## src/rtl/clic_pkg.sv

```systemverilog
// Shared definitions for the CLIC interrupt responder: privilege mode encodings
// and the responder FSM state type.
package clic_pkg;

  localparam logic [1:0] MODE_U = 2'b00;
  localparam logic [1:0] MODE_S = 2'b01;
  localparam logic [1:0] MODE_M = 2'b11;

  typedef enum logic [1:0] {
    ST_IDLE = 2'd0,
    ST_PEND = 2'd1,
    ST_DROP = 2'd2
  } clic_state_e;

endpackage

```

## src/rtl/clic_irq_eligible.sv

```systemverilog
// Combinational eligibility check of one interrupt against the hart context.
// Zero latency, no state; reusable for per-mode threshold checks.
module clic_irq_eligible #(
  parameter int unsigned PrioWidth = 8,
  parameter int unsigned ModeWidth = 2
) (
  input  logic [ModeWidth-1:0] mode,
  input  logic [PrioWidth-1:0] lvl,
  input  logic [ModeWidth-1:0] priv,
  input  logic                 mie,
  input  logic [PrioWidth-1:0] thresh,
  input  logic [PrioWidth-1:0] cur_lvl,
  output logic                 eligible
);

  logic [PrioWidth-1:0] floor_lvl;
  logic                 higher_mode;
  logic                 same_mode_wins;

  // Level must strictly exceed both the threshold and the level already being serviced.
  assign floor_lvl      = (thresh > cur_lvl) ? thresh : cur_lvl;
  assign higher_mode    = (mode > priv);
  assign same_mode_wins = (mode == priv) && mie && (lvl > floor_lvl);
  assign eligible       = higher_mode || same_mode_wins;

endmodule

```

## src/rtl/clic_irq_responder.sv

```systemverilog
// Latches one CLIC offer and presents it to the core; ready/kill-ack are same-cycle pulses.
// Offer to core_irq_o is 1 cycle; the offer is held until taken, killed or withdrawn.
module clic_irq_responder
  import clic_pkg::*;
#(
  parameter int unsigned SrcWidth  = 8,
  parameter int unsigned PrioWidth = 8,
  parameter int unsigned ModeWidth = 2,
  parameter int unsigned VsidWidth = 6
) (
  input  logic                 clk_i,
  input  logic                 rst_ni,
  input  logic                 irq_valid_i,
  output logic                 irq_ready_o,
  input  logic [SrcWidth-1:0]  irq_id_i,
  input  logic [PrioWidth-1:0] irq_max_i,
  input  logic [ModeWidth-1:0] irq_mode_i,
  input  logic [VsidWidth-1:0] irq_vsid_i,
  input  logic                 irq_v_i,
  input  logic                 irq_shv_i,
  input  logic                 irq_kill_req_i,
  output logic                 irq_kill_ack_o,
  input  logic [ModeWidth-1:0] priv_i,
  input  logic                 mie_i,
  input  logic [PrioWidth-1:0] thresh_i,
  input  logic [PrioWidth-1:0] cur_lvl_i,
  input  logic                 core_take_i,
  output logic                 core_irq_o,
  output logic [SrcWidth-1:0]  core_id_o,
  output logic [PrioWidth-1:0] core_lvl_o,
  output logic [ModeWidth-1:0] core_mode_o,
  output logic [VsidWidth-1:0] core_vsid_o,
  output logic                 core_v_o,
  output logic                 core_shv_o
);

  clic_state_e          state_q;
  logic [SrcWidth-1:0]  id_q;
  logic [PrioWidth-1:0] lvl_q;
  logic [ModeWidth-1:0] mode_q;
  logic [VsidWidth-1:0] vsid_q;
  logic                 v_q;
  logic                 shv_q;

  logic eligible;
  logic in_pend;

  clic_irq_eligible #(
    .PrioWidth (PrioWidth),
    .ModeWidth (ModeWidth)
  ) u_eligible (
    .mode     (mode_q),
    .lvl      (lvl_q),
    .priv     (priv_i),
    .mie      (mie_i),
    .thresh   (thresh_i),
    .cur_lvl  (cur_lvl_i),
    .eligible (eligible)
  );

  // Handshake pulses are combinational so the CLIC sees them in the cycle the core commits.
  assign in_pend        = (state_q == ST_PEND);
  assign core_irq_o     = in_pend && eligible;
  assign irq_ready_o    = core_irq_o && core_take_i;
  assign irq_kill_ack_o = in_pend && irq_kill_req_i && !irq_ready_o;

  always_ff @(posedge clk_i or negedge rst_ni) begin
    if (!rst_ni) begin
      state_q <= ST_IDLE;
      id_q    <= '0;
      lvl_q   <= '0;
      mode_q  <= '0;
      vsid_q  <= '0;
      v_q     <= 1'b0;
      shv_q   <= 1'b0;
    end else begin
      case (state_q)
        ST_IDLE: begin
          if (irq_valid_i) begin
            id_q    <= irq_id_i;
            lvl_q   <= irq_max_i;
            mode_q  <= irq_mode_i;
            vsid_q  <= irq_vsid_i;
            v_q     <= irq_v_i;
            shv_q   <= irq_shv_i;
            state_q <= ST_PEND;
          end
        end
        ST_PEND: begin
          // Take beats kill; a level source dropping valid abandons the offer quietly.
          if (irq_ready_o || irq_kill_ack_o) begin
            state_q <= ST_DROP;
          end else if (!irq_valid_i) begin
            state_q <= ST_IDLE;
          end
        end
        ST_DROP: begin
          if (!irq_valid_i) begin
            state_q <= ST_IDLE;
          end
        end
        default: state_q <= ST_IDLE;
      endcase
    end
  end

  assign core_id_o   = id_q;
  assign core_lvl_o  = lvl_q;
  assign core_mode_o = mode_q;
  assign core_vsid_o = vsid_q;
  assign core_v_o    = v_q;
  assign core_shv_o  = shv_q;

endmodule
```

## config.mk

```make
export PLATFORM = sky130hd
export DESIGN_NAME = clic_irq_responder
export DESIGN_NICKNAME = d
export VERILOG_FILES = /design/src/rtl/clic_pkg.sv /design/src/rtl/clic_irq_eligible.sv /design/src/rtl/clic_irq_responder.sv
export SDC_FILE = /design/constraint.sdc
export NUM_CORES = 1
export LEC_CHECK = 0
export BUFFER_PORTS_ARGS = -buffer_cell sky130_fd_sc_hd__buf_2
export CORE_UTILIZATION = 35
export DETAILED_ROUTE_END_ITERATION = 10
export GPL_TIMING_DRIVEN = 0
export HOLD_SLACK_MARGIN = 0.05
export SETUP_SLACK_MARGIN = 0.5
export SYNTH_ARGS = -nofsm -noshare
export SYNTH_HDL_FRONTEND = slang
export SYNTH_SLANG_ARGS = --single-unit
```

## constraint.sdc

```tcl
create_clock -name clk_i -period 4.4 [get_ports clk_i]
set_input_delay 0.44 -clock clk_i [delete_from_list [all_inputs] [get_ports clk_i]]
set_output_delay 0.44 -clock clk_i [all_outputs]
set_load 0.01 [all_outputs]
```

==> metrics.md, run 1 <==
| Metric | Value |
|---|---|
| DRC | `12` |
| Via density per instance | `4.79` |
| Dpl cell area | `2100 um2` |
| Gr usage total | `0.146` |
| Chip Width | `70.6 um` |
| Area contributors post-synth | `dfrtp_1 (43%), mux2_2 (16%), ha_1 (14%), mux2i_1 (4.3%), a21oi_1 (3.3%)` |
| Worst-Margin Slew | `0.620 ns` |
| H-tree depth | `1` |
| Worst min path class | `in -> async` |
| Top_reg_cell synth | `dfrtp_1` |
| Peak supply drop | `about 0.32 mV` |
| R2R setup slack | `2.64 ns` |
| Num rows | `24` |
| Synthesized cell area | `1650 um2` |
| First-pass GRT wire length | `a little under 6000 um` |
| Post-CTS Hold Fix Bufs | `0` |
| Endpoints failing hold | `0` |
| RSZ-0062 raised after global routing | `false` |
| CP peak stage delay | `0.39 ns` |
| CP Max Fanout | `8` |
| Area Growth Syn to Fin | `31.0%` |
| Cell taking the most area after synthesis | `dfrtp_1` |
| Vias | `1,309` |
| Vias in the first global route | `1,293` |
| Minimum clock period | `3.65 ns` |
| Static Leakage | `0.00114 uW` |
| FF+latch area | `about 700 um2` |
| Die area | `4990 um2` |
| Total Wirelength | `3470 um` |
| Worst Skew | `approximately 0.0022 ns` |
| Iter 0 DRT Violations | `40` |
| Gr ovfl total | `0` |
| CTS Buffer Depth | `2` |
| I/O Pins | `79` |
| Power Density | `575 nW/um2` |
| Data required time of the worst path | `3.96 ns` |
| IO Port Bufs | `78` |
| Worst-path cell chain | `buf_2 > inv_1 > ha_1 > a21oi_1 > o21ai_0 > o21ai_4 > mux2_4 > ha_1 > nand2_1 > nor2_1 > a21oi_1 > a221o_1 > and3_1 > buf_2` |
| Core area | `around 4400 um2` |
| Critical path launch point type | `input pin` |
| Register area share after synthesis | `0.425` |
| Layout cells sized above 1 | `0.529` |
| Crit-path slowest cell | `a221o_1` |
| Clock sinks | `28` |
| Avg Inst Size Synth | `11.9 um2` |
| Num CTS Buffers | `3` |
| Most common cell in the netlist | `dfrtp_1` |
| Max-cap violations | `0` |
| Synth Register Bits | `28` |
| Violated checks | `DRC` |
| CTS tree | `yes` |
| Largest net degree at the start of global routing | `29` |
| Multi-input combinational cell area | `876 um2` |
| Post-cts resize count | `0` |
| Post-synth EDFFs | `0` |
| Final period utilization | `0.829` |
| Nets | `slightly below 300` |
| Synth top cells by count | `dfrtp_1 (28), mux2_2 (24), ha_1 (18)` |
| Filler Cells Inserted | `between 400 and 500` |
| GPL Wtd Cong | `between 0.7 and 0.8` |
| ANT cells | `0` |
| Die height | `70.6 um` |
| Total negative setup slack | `0 ns` |
| Async SR Flop Fraction | `1.00` |
| Synth Net Count | `207` |
| Final instance area | `2160 um2` |
| Fin. max-slew vios | `0` |
| Top-area cell type share of the netlist area | `0.425` |
| Cell at the root of the clock tree | `clkbuf_8` |
| Type of the worst setup path | `in -> out` |
| Clock-pin slew on the worst setup and hold paths | `0.09 ns` |
| Worst slew margin | `0.586` |
| WL/cell | `12.7 um` |
| Insertion delay to the later sink of the worst-skew pair | `0.27 ns` |
| YS warnings | `0` |
| Syn Inst Count | `about 140` |
| Setup Viol. Count Final | `0` |
| Crit path DAT | `~3.2 ns` |
| Initial core utilization | `0.371` |
| Yosys cell types | `26` |
| Postcts setup bufs | `0` |
| Status | `finished, violations left` |
| Post-DRT Antenna Nets | `0` |
| Final Util | `0.486` |
| Peak Freq | `between 200 and 300 MHz` |
| 1st-pass router iterations | `6` |
| Critical Path Sink Type | `output port` |
| Initial antenna violation count | `0` |
| DPL Wire Length | `2740 um` |
-- per-layer routing --
layer  routed length, um  share of wire  global-route usage
met2                1410           0.41               0.218
met5                   0              0                   0
met3                 284          0.082              0.0370
met1                1740           0.50               0.210
met4                  40          0.012              0.0467
-- cells in the final DEF (no fill, tap or decap), drive strengths merged, types with 2 or more instances in the layout --
| cell type | count |
|---|---|
| mux2i | 7 |
| o21ai | 7 |
| mux2 | 25 |
| nand2 | 10 |
| nor2 | 3 |
| buf | 80 |
| nor2b | 2 |
| ha | 18 |
| dfrtp | 28 |
| a21oi | 12 |
| inv | 13 |
| nand4 | 2 |
| clkbuf | 4 |
-- through the flow --
| stage | setup slack, ns | hold WS, ns | instances | total power (uW) |
|---|---|---|---|---|
| after floorplan | 1.18 | 0.144 | 139 | 869 |
| after global placement | 0.807 | 0.488 | 269 | 1090 |
| after detailed placement | 0.786 | 0.490 | 269 | 1100 |
| after CTS | 0.777 | 0.191 | 273 | 1260 |
| after global routing | 0.520 | 0.218 | 273 | 1340 |
| final | 0.753 | 0.168 | 273 | 1240 |
-- flip-flops by register name, summed over array words and instances (netlist names) --
| register | flops |
|---|---|
| core_id_o | 8 |
| core_lvl_o | 8 |
| core_mode_o | 2 |
| core_shv_o | 1 |
| core_v_o | 1 |
| core_vsid_o | 6 |
| state_q | 2 |
-- critical path, delay by kind of cell --
kind,cells,cell delay [ns]
fa+ha+maj,2,0.59
simple gates,3,0.39
mux,1,0.35
compound gates,5,1.19
buf+inv,3,0.26
-- cell type report --
cell class / instances / area share
timing repair buffer: 78 / 0.181
inverter: 13 / 0.0226
multi-input combinational: 96 / 0.406
tap: 52 / 0.0301
sequential: 28 / 0.325
buffer: 2 / 0.0104
clock buffer: 4 / 0.0255
-- power breakdown --
group          switching, uW  leakage, uW  internal (uW)
combinational            295     0.000776            323
sequential              78.7     0.000331            387
clock                   77.9    0.0000288           80.1
total                    451      0.00114            790
-- final timing paths --
| path | startpoint | to | cells past startpoint |
|---|---|---|---|
| setup / recovery | cur_lvl_i[7] | irq_ready_o | 14 |
| hold / removal | rst_ni | core_id_o[4] | 1 |
| setup reg to reg | core_lvl_o[7] | state_q[1] | 5 |
| hold reg to reg | core_vsid_o[3] | core_vsid_o[3] | 1 |
| max in group asynchronous | rst_ni | core_lvl_o[1] | 1 |
| min in group clk_i | irq_max_i[0] | core_lvl_o[0] | 3 |
-- cell families (layout without fill, tap and decap cells) --
family          Yosys count  after routing  share of synthesized area
simple gates             23             23                     0.0896
flops                    28             28                      0.425
compound gates           23             23                     0.0896
mux                      32             32                      0.216
buf+inv                  15             97                     0.0433
fa+ha+maj                18             18                      0.137
(Power assumes the default switching activity.)
==> inputs of run 2 (changes only) <==
- ABC_AREA: unset -> 1
- PLACE_DENSITY: unset -> 0.65
- clock period: 4.4 -> 3.3 ns (I/O delays scaled with it)
==> run 2 against run 1 <==
Effect of this change:
- the run still ends with DRC left
- register-to-register slack got worse by 1.4 ns
- critical path depth is 6 higher
- global-route usage increased by 1.4 points
- combinational power grew 53%
- die area up 1.8%
- clock skew down 0.0018 ns
- sequential power increased by 30%
- non-clock buffer count up 16
- largest power group unchanged
- highest routed layer unchanged
==> metrics.md, run 2 <==
| Metric | Value |
|---|---|
| Async SR Flop Fraction | `1.00` |
| WL/cell | `12.9 um` |
| Post-DRT Antenna Nets | `0` |
| CP peak stage delay | `0.31 ns` |
| Iter 0 DRT Violations | `35` |
| Initial core utilization | `0.375` |
| I/O Pins | `79` |
| Num rows | `24` |
| Most frequent cells in the layout | `buf_2 (67), dfrtp_1 (28), nand2_1 (20)` |
| Synthesized cell area | `1680 um2` |
| Yosys cell types | `19` |
| Total Wirelength | `4040 um` |
| Peak supply drop | `0.401 mV` |
| Crit path DAT | `around 2.6 ns` |
| Final Util | `0.582` |
| Critical path launch point type | `input pin` |
| Worst-Margin Slew | `roughly 0.64 ns` |
| Total negative setup slack | `0 ns` |
| Static Leakage | `between 0.001 and 0.0015 uW` |
| Via density per instance | `4.67` |
| Status | `finished, violations left` |
| Cell taking the most area after synthesis | `dfrtp_1` |
| Endpoints failing hold | `0` |
| First-pass GRT wire length | `6300 um` |
| Type of the worst setup path | `in -> out` |
| Core area | `between 4000 and 5000 um2` |
| Commonest non-fill, non-tap cell in the layout | `buf_2` |
| Nets | `330` |
| Worst-path cell chain | `buf_6 > inv_4 > ha_4 > inv_2 > nor2_2 > o21ai_4 > a21boi_4 > o21ai_4 > buf_8 > o21ai_2 > ha_1 > a21o_1 > nor2_1 > nand2_1 > nand2_2 > nand2_4 > nand3_4 > nand2_1 > inv_1 > buf_2` |
| Largest net degree at the start of global routing | `29` |
| Clock-pin slew on the worst setup and hold paths | `0.09 ns` |
| ANT cells | `0` |
| Violated checks | `DRC` |
| Area contributors post-synth | `dfrtp_1 (42%), ha_1 (13%), mux2_2 (11%), nand2_1 (6.0%), mux2_1 (5.4%)` |
| RSZ-0062 raised after global routing | `true` |
| Post-synth EDFFs | `0` |
| Cell at the root of the clock tree | `clkbuf_8` |
| DRC | `4` |
| Chip Width | `71.3 um` |
| Register area share after synthesis | `0.417` |
| Area Growth Syn to Fin | `55.2%` |
| Post-Place Cells | `294` |
| Num CTS Buffers | `3` |
| Worst slew margin | `0.575` |
| CP Max Fanout | `5` |
| Dpl cell area | `2130 um2` |
| CTS Buffer Depth | `2` |
| Final instance area | `2610 um2` |
| Top-area cell type share of the netlist area | `0.417` |
| GPL Wtd Cong | `0.748` |
| Initial antenna violation count | `0` |
| Power Density | `679 nW/um2` |
| Final period utilization | `0.880` |
| Gr ovfl total | `0` |
| Peak Freq | `344 MHz` |
| CTS tree | `yes` |
| Family with the most delay on the worst path | `compound AO/OA/AOI/OAI gates` |
| Vias | `around 1,500` |
| Synth Net Count | `232` |
| Worst Skew | `0.000463 ns` |
| Vias in the first global route | `1,419` |
| Data required time of the worst path | `2.97 ns` |
| Fin. max-slew vios | `0` |
| Gr usage total | `0.161` |
| Die area | `5080 um2` |
| Syn Inst Count | `roughly 160` |
| Critical Path Sink Type | `output port` |
| Clock sinks | `28` |
| Synth top cells by count | `dfrtp_1 (28), nand2_1 (27), inv_1 (22)` |
| H-tree depth | `1` |
| Setup Viol. Count Final | `0` |
| Worst min path class | `in -> async` |
| Post-CTS Hold Fix Bufs | `0` |
| Crit-path slowest cell | `ha_1` |
| 1st-pass router iterations | `7` |
| Avg Inst Size Synth | `between 10 and 15 um2` |
| Layout cells sized above 1 | `0.628` |
| Minimum clock period | `2.90 ns` |
| Max-cap violations | `0` |
| Synth Register Bits | `28` |
| Most common cell in the netlist | `dfrtp_1` |
| Top_reg_cell synth | `dfrtp_1` |
| IO Port Bufs | `roughly 80` |
| DPL Wire Length | `2680 um` |
| Insertion delay to the later sink of the worst-skew pair | `0.27 ns` |
| YS warnings | `0` |
| Worst Path Buf+Inv | `6` |
| Post-Layout Cell Count | `313` |
| Die height | `71.3 um` |
run 2: repair_timing:
item	4_1_cts	5_1_grt
hold endpoints to repair	0	0
resized for setup	49	19
gates cloned	1	0
endpoints found under the setup margin	3	5
pin swaps	15	14
setup buffers	11	3
run 2: metrics by stage:
step / hold slack [ns] / worst slack [ns] / power, uW
2_1_floorplan: 0.0344 / 0.652 / 1140
3_5_place_dp: 0.394 / 0.205 / 1440
3_3_place_gp: 0.389 / 0.198 / 1410
6_report: 0.0614 / 0.395 / 1770
5_1_grt: 0.109 / 0.254 / 1920
4_1_cts: 0.0835 / 0.449 / 1740
run 2: worst paths after layout:
kind                                 from        endpoint  slack (ns)  cells after the start
max                          cur_lvl_i[1]  irq_kill_ack_o        0.40                     20
min                                rst_ni    core_id_o[5]        0.06                      1
max reg2reg                 core_lvl_o[5]      state_q[0]        1.23                     14
min reg2reg                core_vsid_o[0]  core_vsid_o[0]        0.49                      1
max in group asynchronous          rst_ni        core_v_o        2.82                      1
min in group clk_i           irq_max_i[6]   core_lvl_o[6]        0.26                      2
run 2: final cells by class:
type	instances	area, um2
clock buffers	4	55.1
multi-input cells	110	1050
flip-flops and latches	28	701
fillers	404	1870
well taps	52	65.1
inverters	23	93.8
repair buffers	93	603
plain buffers	3	37.5
run 2: logic make-up (layout without fill, tap and decap cells):
family,after synthesis,after routing,share of synthesized area
compound gates,22,22,0.0976
fa+ha+maj,18,18,0.134
buf+inv,26,123,0.0715
flops,28,28,0.417
mux,24,24,0.161
simple gates,46,46,0.118
run 2: power by group:
group | internal (uW) | switching, uW
sequential | 515 | 92.2
clock | 107 | 107
combinational | 477 | 472
total | 1100 | 671
run 2: worst register-to-register path, delay by kind of cell (launching register included):
family | cells | cell delay, ns
flops | 1 | 0.41
fa+ha+maj | 1 | 0.32
buf+inv | 5 | 0.62
simple gates | 7 | 0.48
compound gates | 1 | 0.14
run 2: per-layer routing:
layer,vias up,global-route usage,wire length (um)
met2,49,0.305,2120
met1,662,0.188,1660
met5,-,0,0
met3,5,0.0225,209
met4,0,0.0467,46
li1,746,-,-
